==> src/rtl/pc_gen.sv <==
// Fetch-stage program counter: drives the instruction request with a valid/accept
// handshake, buffers early branch redirects, and takes exception flushes immediately.
module pc_gen #(
    parameter int unsigned       ADDR_W    = 32,
    parameter logic [ADDR_W-1:0] RESET_VEC = '0,
    parameter int unsigned       STEP      = 4
) (
    input  logic              clk,
    input  logic              rst,
    input  logic              stall,
    input  logic              branch_valid,
    input  logic [ADDR_W-1:0] branch_target,
    input  logic              flush,
    input  logic [ADDR_W-1:0] flush_target,
    input  logic              if_ack,
    output logic [ADDR_W-1:0] pc,
    output logic              ce,
    output logic              redir_pend
);

    // STEP is a power of two, so clearing its low bits aligns a target to a fetch slot.
    localparam logic [ADDR_W-1:0] ALIGN_MASK = ~(ADDR_W'(STEP - 1));
    localparam logic [ADDR_W-1:0] STEP_INC   = ADDR_W'(STEP);

    typedef enum logic {StOff, StRun} state_t;

    state_t            r_state, w_state_d;
    logic [ADDR_W-1:0] r_pc, w_pc_d;
    logic              r_pend, w_pend_d;
    logic [ADDR_W-1:0] r_pend_tgt, w_pend_tgt_d;

    logic              w_advance;
    logic [ADDR_W-1:0] w_branch_tgt;
    logic [ADDR_W-1:0] w_flush_tgt;

    assign w_advance    = if_ack & ~stall;
    assign w_branch_tgt = branch_target & ALIGN_MASK;
    assign w_flush_tgt  = flush_target & ALIGN_MASK;

    always_ff @(posedge clk or negedge rst) begin
        if (!rst) begin
            r_state    <= StOff;
            r_pc       <= RESET_VEC;
            r_pend     <= 1'b0;
            r_pend_tgt <= '0;
        end else begin
            r_state    <= w_state_d;
            r_pc       <= w_pc_d;
            r_pend     <= w_pend_d;
            r_pend_tgt <= w_pend_tgt_d;
        end
    end

    always_comb begin
        w_state_d    = r_state;
        w_pc_d       = r_pc;
        w_pend_d     = r_pend;
        w_pend_tgt_d = r_pend_tgt;
        case (r_state)
            StOff: w_state_d = StRun;
            StRun: begin
                // Priority: flush, then completed fetch, then buffering a redirect.
                if (flush) begin
                    w_pc_d   = w_flush_tgt;
                    w_pend_d = 1'b0;
                end else if (w_advance) begin
                    if (branch_valid) begin
                        w_pc_d = w_branch_tgt;
                    end else if (r_pend) begin
                        w_pc_d = r_pend_tgt;
                    end else begin
                        w_pc_d = r_pc + STEP_INC;
                    end
                    w_pend_d = 1'b0;
                end else if (branch_valid) begin
                    w_pend_tgt_d = w_branch_tgt;
                    w_pend_d     = 1'b1;
                end
            end
            default: w_state_d = StOff;
        endcase
    end

    assign pc         = r_pc;
    assign ce         = (r_state == StRun);
    assign redir_pend = r_pend;

endmodule

==> config.mk <==
export PLATFORM = sky130hd
export DESIGN_NAME = pc_gen
export DESIGN_NICKNAME = d
export VERILOG_FILES = /design/src/rtl/pc_gen.sv
export SDC_FILE = /design/constraint.sdc
export NUM_CORES = 1
export LEC_CHECK = 0
export CAP_MARGIN = 30
export CORE_ASPECT_RATIO = 1.25
export CORE_MARGIN = 8
export CORE_UTILIZATION = 44
export CTS_CLUSTER_SIZE = 14
export DETAILED_ROUTE_END_ITERATION = 10
export PLACE_DENSITY = 0.8
export SLEW_MARGIN = 20
export SYNTH_ARGS = -nofsm -noshare
export SYNTH_HDL_FRONTEND = slang
export SYNTH_SLANG_ARGS = --single-unit
==> constraint.sdc <==
create_clock -name clk -period 1.6 [get_ports clk]
set_input_delay 0.32 -clock clk [delete_from_list [all_inputs] [get_ports clk]]
set_output_delay 0.32 -clock clk [all_outputs]
set_load 0.05 [all_outputs]
==> metrics.csv <==
metric,value,unit
outcome,finished with violations,
failing checks,setup timing,
FF-to-FF Start,pc[17],
Total Power,6991,µW
Finished Cell Area,6591,µm²
Sw Pwr,2538,µW
Final min period,1917,ps
final net count,653,
initial drt markers,514,
post-synthesis sequential area ratio,41.26,%
antenna violations before repair,0,
final slew viol count,0,
Met2 Wirelength,8.194,mm
max_cap viols,0,
Crit path depth,6,
dpl ws,-699.3,ps
final worst-path cycle share,119.8,%
R2R Setup Slk,-320,ps
slack of the critical path,-316.9,ps
gpl congestion,0.9333,
Final Hold Viols,0,
CTS H-tree depth,3,
cts bufs inserted,9,
share of the synthesized area in the top cell type,41.26,%
endpoint class of the critical path,flop,
worst-path fanout max,3,
Post-synth top flop,dfrtp_1,
gr usage total,28.03,%
core area,8287,µm²
CP dominant cell by count,nand4_1,
Comb power frac,43.7,%
die span in y,119.4,µm
R2R cell count,6,
Buffers on Ports,97,
post-route ant nets,0,
"Req. time, crit path",1870,ps
met3 wire len,1.832,mm
number of flops mapped to enable cells by yosys,0,
maximum number of pins on one net before global-route repair,36,
Leak Pwr,0.002813,µW
Longest Clk Path Bufs,2,
CTS Sinks,62,
multi-input logic area,2330,µm²
share of cells above drive strength 1,44.97,%
sw frac,36.30,%
"count leader, synth",dfrtp_1,
first-pass GRT wire length,25.99,mm
Slew @ Worst Pin,519.7,ps
CTS tree,yes,
normalized max-slew margin,65.36,%
Netlist cell types,63,
total grt overflow,0,
"Largest stage delay, worst path",380,ps
Post-DP HPWL,10.46,mm
Layout fillers,447,
Sequential Area,1582,µm²
Pint,4453,µW
top cell family by delay on the critical path,simple AND/OR/NAND/NOR gates,
max layer used,met4,
# diodes,0,
die footprint,11780,µm²
Initial Util,45.37,%
crit start category,flop,
pwr/cell area,1061,nW/µm²
clock share of power,25.1,%
DR DRC count,0,
Synth warnings,0,
area grow syn2layout,75.31,%
Worst-Skew Late Latency,360,ps
Met1 Wirelength,6.001,mm
WP data arrival,2190,ps
Worst IR Drop VDD,0.0007026,V
unrepaired setup endpoints after global routing,yes,
final setup vio count,21,
CP Buf/Inv Count,1,
crit path kind,flop to flop,
Vias,4551,
Placed Area,5819,µm²
largest area contributor in the synthesized netlist,dfrtp_1,
Slowest cell on crit path,nor4_2,
Post-Route Skew,7.086,ps
drt via density,6.654,
Post-Syn Area,3760,µm²
register share of total power,31.2,%
"top cells by count, synth","62 x dfrtp_1, 34 x nand2_1, 30 x mux2_2",
vias in the first global route,4777,
min-delay worst type,primary input to asynchronous set/reset pin,
clock root buffer,clkbuf_8,
drt first pass iters,5,
"CTS clk-pin slew, worst paths",70,ps
R2R Path End,pc[31],
worst path cell trace,nand4_1 -> nor4_2 -> buf_4 -> nand4_1 -> a31oi_1 -> a2bb2oi_1,
f_max,0.5217,GHz
Layout Utilization,79.54,%
Area contributors post-synth,"dfrtp_1 41%, mux2_2 9.0%, o21ai_0 3.5%",
Syn Inst Count,390,
final wirelength,16.98,mm
die extent in x,98.68,µm
IO Pins,104,
Synth Area per Inst,9.641,µm²
Cell Rows,37,
#FFs+latches synth,62,
Async SR Flop Fraction,100.0,%
wire per inst,24.83,µm
[cells by family (layout without fill, tap and decap cells)]
group	Yosys count	count (layout)	share of synthesized area (%)
muxes	36	36	10.58
xor gates and xnor gates	7	7	1.631
buffers and inverters	32	228	3.959
other	2	3	0.1997
adders and majority gates	1	1	0.3327
AOI/OAI and AO/OA	119	119	22.00
DFF	62	62	41.26
and+or+nand+nor	131	131	20.03
[what timing repair did]
action / in CTS / in global routing
pin swaps: 18 / 30
endpoints found under the setup margin: 58 / 48
resized for setup: 41 / 33
setup buffers: 15 / 10
hold buffers: 1 / 0
endpoints found under the hold margin: 17 / 0
cloned: 3 / 0
[per-stage QoR]
step	setup TNS, ps	std cells	hold WS [ps]
2_1_floorplan	-2162	391	24.41
3_3_place_gp	-32520	642	310.3
3_5_place_dp	-34550	642	325.0
4_1_cts	-1052	676	479.4
5_1_grt	-5027	684	505.5
6_report	-4111	684	465.9
[cell usage in the layout (no fill, tap or decap), types with 5 or more instances in the layout]
cell type and n:
buf_4 86, clkdlybuf4s50_1 61, buf_12 39, dfrtp_1 38, nand2_1 31, dfrtp_2 24
mux2_2 23, nor2_1 22, o21ai_0 17, nand3_1 14, a21oi_1 13, a221oi_1 13
buf_6 11, o22ai_1 10, o21ai_1 10, clkbuf_8 10, mux2_4 7, nand2b_1 7
nand4_1 6, a31oi_1 6, mux2i_1 6, and3_1 5, inv_1 5, a221o_1 5
xor2_1 5
[worst max-delay path by stage]
stage / startpoint / to
floorplan: pc[12] / pc[25]
global placement: branch_valid / pc[26]
detailed placement: branch_valid / pc[26]
CTS: pc[17] / pc[25]
global route: pc[23] / pc[31]
finish: pc[17] / pc[31]
[state kept, by name, summed over array words and instances (netlist names)]
| signal | flops |
|---|---|
| ce | 1 |
| pc | 30 |
| redir_pend | 1 |
| r_pend_tgt | 30 |
[final cells by class]
| class | count | share of cell area [%] |
|---|---|---|
| Tap cell | 97 | 1.841 |
| Timing Repair Buffer | 205 | 34.68 |
| Clock buffer | 10 | 2.088 |
| Sequential cell | 62 | 23.99 |
| Multi-Input combinational cell | 297 | 35.35 |
| Clock inverter | 6 | 1.651 |
| Inverter | 7 | 0.3986 |
[layer usage]
metal	GRT usage (%)	vias up
li1	-	1869
met1	32.56	2193
met2	45.65	393
met3	6.585	96
met4	17.71	0
met5	0	-
[power groups by stage]
stage / logic (µW) / registers (µW) / clock network, µW
floorplan: 711 / 2700 / 0
global placement: 2700 / 2140 / 0
detailed placement: 2740 / 2170 / 0
CTS: 2880 / 2140 / 1740
global route: 3170 / 2200 / 1840
finish: 3050 / 2180 / 1760
No activity file was read; power rests on OpenSTA's default activity.
